[config.mk]
export PLATFORM = sky130hd
export DESIGN_NAME = rreg_mux_n
export DESIGN_NICKNAME = d
export VERILOG_FILES = /design/src/rtl/tipi_pkg.sv /design/src/rtl/sync_vec.sv /design/src/rtl/rreg_mux_n.sv
export SDC_FILE = /design/constraint.sdc
export NUM_CORES = 1
export LEC_CHECK = 0
export ABC_AREA = 1
export CORE_MARGIN = 5
export CORE_UTILIZATION = 30
export DETAILED_ROUTE_END_ITERATION = 7
export DONT_BUFFER_PORTS = 1
export GPL_TIMING_DRIVEN = 0
export HOLD_SLACK_MARGIN = 0.1
export SETUP_SLACK_MARGIN = 0.4
export SYNTH_ARGS = -nofsm -noshare
export SYNTH_HDL_FRONTEND = slang
export SYNTH_SLANG_ARGS = --single-unit
export TNS_END_PERCENT = 10
[constraint.sdc]
create_clock -name clk -period 3.6 [get_ports clk]
set_clock_uncertainty 0.05 [all_clocks]
set_input_delay 0.54 -clock clk [delete_from_list [all_inputs] [get_ports clk]]
set_output_delay 0.54 -clock clk [all_outputs]
set_load 0.05 [all_outputs]
[src/rtl/tipi_pkg.sv]
// Shared types and helpers for the TIPI register read-back path:
// FSM encoding, priority encoder and multi-select detection.
package tipi_pkg;

  typedef enum logic {
    IDLE = 1'b0,
    HOLD = 1'b1
  } state_t;

  localparam int MAX_CHANNELS = 16;

  // Channel index width; never below 1 so a port can always be declared.
  function automatic int chan_w(input int n);
    return (n > 1) ? $clog2(n) : 1;
  endfunction

  // Lowest set index wins (channel 0 has highest priority).
  function automatic logic [3:0] prio_enc(input logic [MAX_CHANNELS-1:0] v);
    logic [3:0] idx;
    idx = '0;
    for (int i = MAX_CHANNELS - 1; i >= 0; i--) begin
      if (v[i]) idx = 4'(i);
    end
    return idx;
  endfunction

  // Clearing the lowest set bit leaves something only if two or more were set.
  function automatic logic popcount_gt1(input logic [MAX_CHANNELS-1:0] v);
    return (v & (v - 1'b1)) != '0;
  endfunction

endpackage

[src/rtl/sync_vec.sv]
// N-bit, STAGES-deep flop synchroniser with asynchronous clear.
// A depth of 0 is a straight pass-through for already-synchronous inputs.
module sync_vec #(
  parameter int N      = 1,
  parameter int STAGES = 2
) (
  input  logic         clk,
  input  logic         reset,
  input  logic [N-1:0] d,
  output logic [N-1:0] q
);

  generate
    if (STAGES == 0) begin : g_pass
      assign q = d;
    end else begin : g_sync
      logic [N-1:0] stage [STAGES];

      always_ff @(posedge clk or posedge reset) begin
        if (reset) begin
          for (int i = 0; i < STAGES; i++) stage[i] <= '0;
        end else begin
          stage[0] <= d;
          for (int i = 1; i < STAGES; i++) stage[i] <= stage[i-1];
        end
      end

      assign q = stage[STAGES-1];
    end
  endgenerate

endmodule

[src/rtl/rreg_mux_n.sv]
// Registered read-back mux: captures the highest-priority selected channel,
// freezes it for the whole read, and pulses rd_done when that select drops.
module rreg_mux_n
  import tipi_pkg::*;
#(
  parameter int               WIDTH       = 8,
  parameter int               CHANNELS    = 4,
  parameter int               SYNC_STAGES = 2,
  parameter logic [WIDTH-1:0] IDLE_VALUE  = '0,
  localparam int              CHAN_W      = chan_w(CHANNELS)
) (
  input  logic                      clk,
  input  logic                      reset,
  input  logic [CHANNELS-1:0]       sel,
  input  logic [CHANNELS*WIDTH-1:0] data,
  output logic [WIDTH-1:0]          o,
  output logic                      valid,
  output logic                      collision,
  output logic [CHAN_W-1:0]         chan,
  output logic [CHANNELS-1:0]       rd_done
);

  logic [CHANNELS-1:0]     sel_s;
  logic [WIDTH-1:0]        lane [CHANNELS];
  logic [MAX_CHANNELS-1:0] sel_ext;
  logic [CHAN_W-1:0]       pick_idx;
  logic                    multi;
  logic                    rel_hit;
  logic [CHANNELS-1:0]     done_dec;

  state_t                  state, state_next;
  logic [WIDTH-1:0]        o_next;
  logic                    valid_next;
  logic                    collision_next;
  logic [CHAN_W-1:0]       chan_next;
  logic [CHANNELS-1:0]     rd_done_next;

  sync_vec #(
    .N      (CHANNELS),
    .STAGES (SYNC_STAGES)
  ) u_sync (
    .clk   (clk),
    .reset (reset),
    .d     (sel),
    .q     (sel_s)
  );

  genvar gi;
  generate
    for (gi = 0; gi < CHANNELS; gi++) begin : g_lane
      assign lane[gi]     = data[gi*WIDTH +: WIDTH];
      assign done_dec[gi] = (chan == CHAN_W'(gi));
    end
  endgenerate

  always_comb begin
    sel_ext                 = '0;
    sel_ext[CHANNELS-1:0]   = sel_s;
  end

  assign pick_idx = CHAN_W'(prio_enc(sel_ext));
  assign multi    = popcount_gt1(sel_ext);
  // Only the captured channel's select ends a read; other bits are ignored in HOLD.
  assign rel_hit  = ~sel_s[chan];

  always_ff @(posedge clk or posedge reset) begin
    if (reset) state <= IDLE;
    else       state <= state_next;
  end

  always_comb begin
    state_next = state;
    case (state)
      IDLE:    if (|sel_s) state_next = HOLD;
      HOLD:    if (rel_hit) state_next = IDLE;
      default: state_next = IDLE;
    endcase
  end

  always_comb begin
    o_next         = o;
    valid_next     = valid;
    collision_next = collision;
    chan_next      = chan;
    rd_done_next   = '0;
    case (state)
      IDLE: begin
        if (|sel_s) begin
          o_next         = lane[pick_idx];
          chan_next      = pick_idx;
          valid_next     = 1'b1;
          collision_next = multi;
        end else begin
          o_next         = IDLE_VALUE;
          chan_next      = '0;
          valid_next     = 1'b0;
          collision_next = 1'b0;
        end
      end
      HOLD: begin
        if (rel_hit) begin
          rd_done_next   = done_dec;
          o_next         = IDLE_VALUE;
          chan_next      = '0;
          valid_next     = 1'b0;
          collision_next = 1'b0;
        end
      end
      default: begin
        o_next         = IDLE_VALUE;
        chan_next      = '0;
        valid_next     = 1'b0;
        collision_next = 1'b0;
      end
    endcase
  end

  always_ff @(posedge clk or posedge reset) begin
    if (reset) begin
      o         <= IDLE_VALUE;
      valid     <= 1'b0;
      collision <= 1'b0;
      chan      <= '0;
      rd_done   <= '0;
    end else begin
      o         <= o_next;
      valid     <= valid_next;
      collision <= collision_next;
      chan      <= chan_next;
      rd_done   <= rd_done_next;
    end
  end

endmodule

==> results of run 1 <==
==> path summary, 6_finish.rpt <==
check | startpoint | depth (start not counted) | slack (ns) | end
setup / recovery | chan[1] | 5 | 1.88 | o[6]
hold / removal | sel[0] | 0 | 0.25 | u_sync.g_sync.stage[4]
setup reg to reg | chan[1] | 5 | 1.88 | o[6]
hold reg to reg | u_sync.g_sync.stage[6] | 0 | 0.30 | u_sync.q[2]
max in group asynchronous | reset | 1 | 2.65 | o[1]
min in group asynchronous | reset | 1 | 0.30 | rd_done[0]
==> per-layer routing <==
metal / vias up / global-route usage (%)
met1: 474 / 14.6
li1: 515 / -
met2: 38 / 16.8
met3: 6 / 8.41
met4: 0 / 2.72
met5: - / 0
==> cells in the final DEF, fill, tap and decap left out, drive strengths merged <==
| master | instances |
|---|---|
| nor2 | 3 |
| nor4 | 2 |
| inv | 9 |
| a21oi | 3 |
| nand3 | 53 |
| nor3 | 3 |
| nand2 | 40 |
| dfrtp | 25 |
| o21ai | 3 |
| clkbuf | 5 |
| buf | 7 |
==> cell type report <==
class                      count  area, um^2
fill                         429        2670
sequential                    25         626
multi-input combinational    107         547
buffer                         8        68.8
tap                           50        62.6
clock buffer                   4        45.0
inverter                       9        36.3
==> stage by stage <==
step                setup WS, ns  area (um^2)  power, uW  hold slack (ns)  std cells
CTS                         1.86         1390       1070            0.247        203
detailed placement          1.88         1340        906            0.286        199
global placement            1.90         1340        905            0.282        199
floorplan                   2.07         1280        835            0.281        149
finish                      1.88         1390       1060            0.255        203
global route                1.76         1390       1130            0.229        203
==> sequential cells by signal, summed over array words and instances, names as in the netlist <==
register,cells
o,8
rd_done,4
u_sync.g_sync.stage,4
u_sync.q,4
chan,2
collision,1
state,1
valid,1
==> cells by family after synthesis <==
| group | after synthesis | share of synthesized area, % |
|---|---|---|
| and+or+nand+nor | 101 | 39.6 |
| DFF | 25 | 49.0 |
| buffers and inverters | 17 | 8.23 |
| AOI/OAI and AO/OA | 6 | 3.23 |
==> power by group <==
group          internal, uW  total (uW)  switching, uW
Combinational          88.4         256            168
Sequential              351         641            290
Clock                  78.9         158           79.1
==> impl_metrics.py, run 1 <==
metrics = {
    "routing": {
        "vias_per_cell": 5.09,
        "postRouteAntennaNets": 0,
        "highest-signal-layer": "met4",
        "initialDrtViolationCount": 79,
        "detailroute.via_count": 1033,
        "drt_first_pass_iters": 4,
        "met2_wirelength_um": 1410,
        "drt-met1-wl_um": 1300,
        "wl_per_cell_um": 15.8,
        "wl_um": 3200,
        "number_of_design_rule_violations_left_after_detail_routing": 0,
        "wl_met3_um": 436,
    },
    "timing": {
        "max_slew_margin_pct": 40.4,
        "max_clock_freq_mhz": 580,
        "rsz0062_at_grt": "no",
        "worst-slew-pin-transition_ns": 0.893,
        "timing_max_transition_violations_final": 0,
        "final-setup-viol-count": 0,
        "setup_tns_ns": 0,
        "period_share_pct": 47.9,
        "report.final.hold_viol_count": 0,
        "min_period_ns": 1.72,
    },
    "layout": {
        "area.growth.synth_to_final_pct": 8.42,
        "diodes": 0,
        "drive_above_1_share_pct": 15.0,
        "finalNetCount": 192,
        "finish.utilization_pct": 34.1,
    },
    "grt": {
        "antenna_found_initial": 0,
        "grt_max_degree": 26,
        "overflow": 0,
        "grt_pass1_wl_um": 5140,
        "groute.usage.overall_pct": 11.8,
        "via_count_of_the_first_global_routing_pass": 1060,
    },
    "yosys": {
        "synth_async_sr_flop_share_pct": 100,
        "synth_enable_flop_cells": 0,
        "yosys_warnings": 0,
        "number_of_register_bits_inferred_by_synthesis": 25,
        "synth.cell_area_um2": 1280,
        "synth_top_area_share_pct": 49.0,
        "post_synthesis_net_count": 187,
        "most_frequently_used_cell_type_in_the_post_synthesis_netlist": "sky130_fd_sc_hd__nand3_1",
        "synth.yosys.seq_area_share_pct": 49.0,
        "synthesis.instances": 149,
        "dominant_cells_by_area_after_synthesis": "sky130_fd_sc_hd__dfrtp_1, sky130_fd_sc_hd__nand3_1, sky130_fd_sc_hd__nand2_1",
        "yosys-top-cells-count": "sky130_fd_sc_hd__nand3_1, sky130_fd_sc_hd__nand2_1, sky130_fd_sc_hd__dfrtp_1",
        "synthFlopType": "sky130_fd_sc_hd__dfrtp_1",
        "synth.largest_area_cell": "sky130_fd_sc_hd__dfrtp_1",
        "avgSynthCellArea_um2": 8.57,
        "yosysUniqueCellTypes": 21,
    },
    "worst_setup_path": {
        "critPathBufInv": 2,
        "cp_slowest_stage_delay_ns": 0.74,
        "worst_ep_required_time_ns": 3.75,
        "critical_path_class": "flop to flop",
        "slowest_stage": "sky130_fd_sc_hd__dfrtp_1",
        "cp_data_arrival_time_ns": 1.88,
        "worstPathMaxFanout": 10,
        "cp_top_family": "flip-flops",
        "timing.critical_path.cells": "inv_1 -> o21ai_2 -> buf_6 -> nand3_1 -> nand2_1",
        "cp-start-kind": "flop",
        "critPathCaptureType": "flop",
    },
    "placed_design": {
        "gpl.final_weighted_congestion": 0.843,
        "io_buffer_count": 0,
        "detailed_placement_hpwl_um": 2460,
    },
    "clock_network": {
        "numClockSinks": 25,
        "post_cts_hold_buffer_count": 0,
        "cts_htree_levels": 1,
        "clk_pin_slew_ns": 0.08,
        "post_cts_resize_count": 0,
        "clk_latency_ns": 0.26,
        "numCtsBuffers": 3,
        "ctsLongestPathBuffers": 2,
        "post-cts-setup-buffers": 0,
        "clock_tree_from_tritoncts": "built",
        "cts_root_buf": "sky130_fd_sc_hd__clkbuf_8",
    },
    "pwr": {
        "power.density_cell_area_nw_per_um2": 762,
        "leakage_uw": 0.000655,
        "ir_drop_v": 0.000452,
    },
    "floorplanning": {
        "floorplan.die.height_um": 75.3,
        "die_x_um": 75.3,
        "coreArea_um2": 4060,
        "floorplan.rows": 23,
        "floorplan.initialDensity_pct": 31.5,
        "io_pins": 54,
        "die_area_um2": 5660,
    },
    "worst_hold_path": {
        "hold_path_class": "primary input to flop",
    },
    "run_status": {
        "outcome": "finished, final reports clean",
    },
    "run": {
        "maxCapViolations": 0,
    },
}
Note: power is estimated with default switching activity, not from simulation.
==> run 2: changes to the inputs <==
==> constraint.sdc (replaced) <==
create_clock -name clk -period 1.75 [get_ports clk]
set_clock_uncertainty 0.05 [all_clocks]
set_input_delay 0.2625 -clock clk [delete_from_list [all_inputs] [get_ports clk]]
set_output_delay 0.2625 -clock clk [all_outputs]
set_load 0.05 [all_outputs]
==> impl_metrics.py, run 2 (synthesis results as in run 1) <==
metrics = {
    "run_status": {
        "outcome": "finished, final reports clean",
    },
    "layout": {
        "diodes": 0,
        "layout_commonest_cell": "sky130_fd_sc_hd__nand3_1",
        "largest_register_ff_count": 8,
        "area.growth.synth_to_final_pct": 22.7,
        "finalNetCount": 202,
        "drive_above_1_share_pct": 26.4,
        "registers.top_by_ff_count": "o",
        "layout_common_cells": "sky130_fd_sc_hd__nand3_1, sky130_fd_sc_hd__nand2_1, sky130_fd_sc_hd__dfrtp_1",
        "finish.utilization_pct": 38.6,
    },
    "clock_network": {
        "cts_htree_levels": 1,
        "numClockSinks": 25,
        "clk_pin_slew_ns": 0.09,
        "ctsLongestPathBuffers": 2,
        "numCtsBuffers": 3,
        "clock_tree_from_tritoncts": "built",
        "clk_latency_ns": 0.27,
        "cts_root_buf": "sky130_fd_sc_hd__clkbuf_8",
    },
    "worst_setup_path": {
        "worstPathMaxFanout": 5,
        "cp_data_arrival_time_ns": 1.59,
        "timing.critical_path.mode_cell": "sky130_fd_sc_hd__buf_6",
        "timing.critical_path.cells": "buf_6 -> nor2_4 -> a21oi_2 -> o21ai_2 -> buf_6 -> buf_6 -> nand3_2 -> nand2_1",
        "critical_path_class": "flop to flop",
        "cp-start-kind": "flop",
        "critPathCaptureType": "flop",
        "worst_ep_required_time_ns": 1.85,
        "slowest_stage": "sky130_fd_sc_hd__dfrtp_2",
        "cp_slowest_stage_delay_ns": 0.54,
    },
    "floorplanning": {
        "floorplan.rows": 23,
        "floorplan.initialDensity_pct": 31.5,
        "die_area_um2": 5660,
        "floorplan.die.height_um": 75.3,
        "die_x_um": 75.3,
        "coreArea_um2": 4060,
        "io_pins": 54,
    },
    "routing": {
        "number_of_design_rule_violations_left_after_detail_routing": 0,
        "initialDrtViolationCount": 47,
        "drt_first_pass_iters": 4,
        "wl_um": 3480,
        "detailroute.via_count": 1098,
        "postRouteAntennaNets": 0,
        "vias_per_cell": 5.15,
        "wl_per_cell_um": 16.3,
    },
    "placed_design": {
        "io_buffer_count": 0,
        "gpl.final_weighted_congestion": 0.773,
        "detailed_placement_hpwl_um": 2480,
    },
    "grt": {
        "antenna_found_initial": 0,
        "grt_max_degree": 26,
        "grt_pass1_wl_um": 5360,
        "groute.usage.overall_pct": 12.3,
        "overflow": 0,
        "via_count_of_the_first_global_routing_pass": 1145,
    },
    "timing": {
        "rsz0062_at_grt": "yes",
        "setup_tns_ns": 0,
        "max_slew_margin_pct": 37.8,
        "final-setup-viol-count": 0,
        "min_period_ns": 1.49,
        "worst-slew-pin-transition_ns": 0.933,
        "period_share_pct": 84.9,
        "max_clock_freq_mhz": 673,
        "report.final.hold_viol_count": 0,
        "timing_max_transition_violations_final": 0,
    },
    "pwr": {
        "leakage_uw": 0.000720,
        "ir_drop_v": 0.000550,
        "power.density_cell_area_nw_per_um2": 1510,
    },
    "worst_hold_path": {
        "hold_path_class": "primary input to asynchronous set/reset pin",
    },
    "run": {
        "maxCapViolations": 0,
    },
}
[run 2: cell types whose count changed in the layout (fill, tap and decap cells not counted), moves of 2 or more]
cell	change
sky130_fd_sc_hd__buf_4	+2
sky130_fd_sc_hd__buf_6	+3
sky130_fd_sc_hd__dfrtp_1	-2
sky130_fd_sc_hd__dfrtp_2	+2
sky130_fd_sc_hd__dlygate4sd3_1	+4
sky130_fd_sc_hd__nand3_1	-8
sky130_fd_sc_hd__nand3_2	+8
[run 2: report_power, final]
part           total [uW]  switching [uW]  internal, uW  leakage (uW)
registers            1340             616           724      0.000310
logic                 697             417           280      0.000387
clock network         335             173           163     0.0000228
total                2370            1210          1170      0.000720
[run 2: repair_timing]
action	CTS	global route
hold buffers	4	0
pin swaps	10	4
cloned	1	0
buffers inserted	4	1
endpoints found under the setup margin	15	17
gates resized for setup	14	5
hold endpoints to repair	29	0
[run 2: metal layers]
metal / global-route usage [%] / wire length (um) / vias to the layer above
met3: 5.74 / 343 / 4
li1: - / - / 532
met2: 20.4 / 1710 / 32
met4: 3.11 / 24 / 0
met1: 14.4 / 1400 / 530
met5: 0 / 0 / -
[run 2: final timing paths]
| kind | start | to | slack, ns | cells after the start |
|---|---|---|---|---|
| min in group clk | data[0] | o[0] | 0.18 | 4 |
| min | reset | collision | 0.04 | 1 |
| max in group asynchronous | reset | chan[0] | 0.99 | 1 |
| max | chan[0] | o[4] | 0.26 | 8 |
| min reg2reg | u_sync.g_sync.stage[5] | u_sync.q[1] | 0.30 | 0 |
| max reg2reg | chan[0] | o[4] | 0.26 | 8 |
[run 2: cell type report]
class	instances	area, um^2
fillers	395	2490
flip-flops and latches	25	628
multi-input cells	107	618
repair buffers	10	109
plain buffers	8	68.8
well taps	50	62.6
clock buffers	4	45.0
inverters	9	36.3
[run 2: stage by stage]
| stage | power, uW | instances | setup WS [ns] | hold WS, ns | instance area (um^2) |
|---|---|---|---|---|---|
| floorplan | 1720 | 149 | 0.321 | 0.240 | 1280 |
| CTS | 2360 | 212 | 0.259 | 0.0778 | 1530 |
| global route | 2500 | 213 | 0.192 | 0.119 | 1570 |
| detailed placement | 1880 | 199 | 0.183 | 0.244 | 1340 |
| global placement | 1870 | 199 | 0.190 | 0.244 | 1340 |
| finish | 2370 | 213 | 0.265 | 0.0351 | 1570 |
[run 2: critical path, delay by kind of cell, from the launching register on]
family,cells,cell delay [ns]
buf+inv,3,0.44
simple gates,3,0.15
compound gates,2,0.18
flops,1,0.54
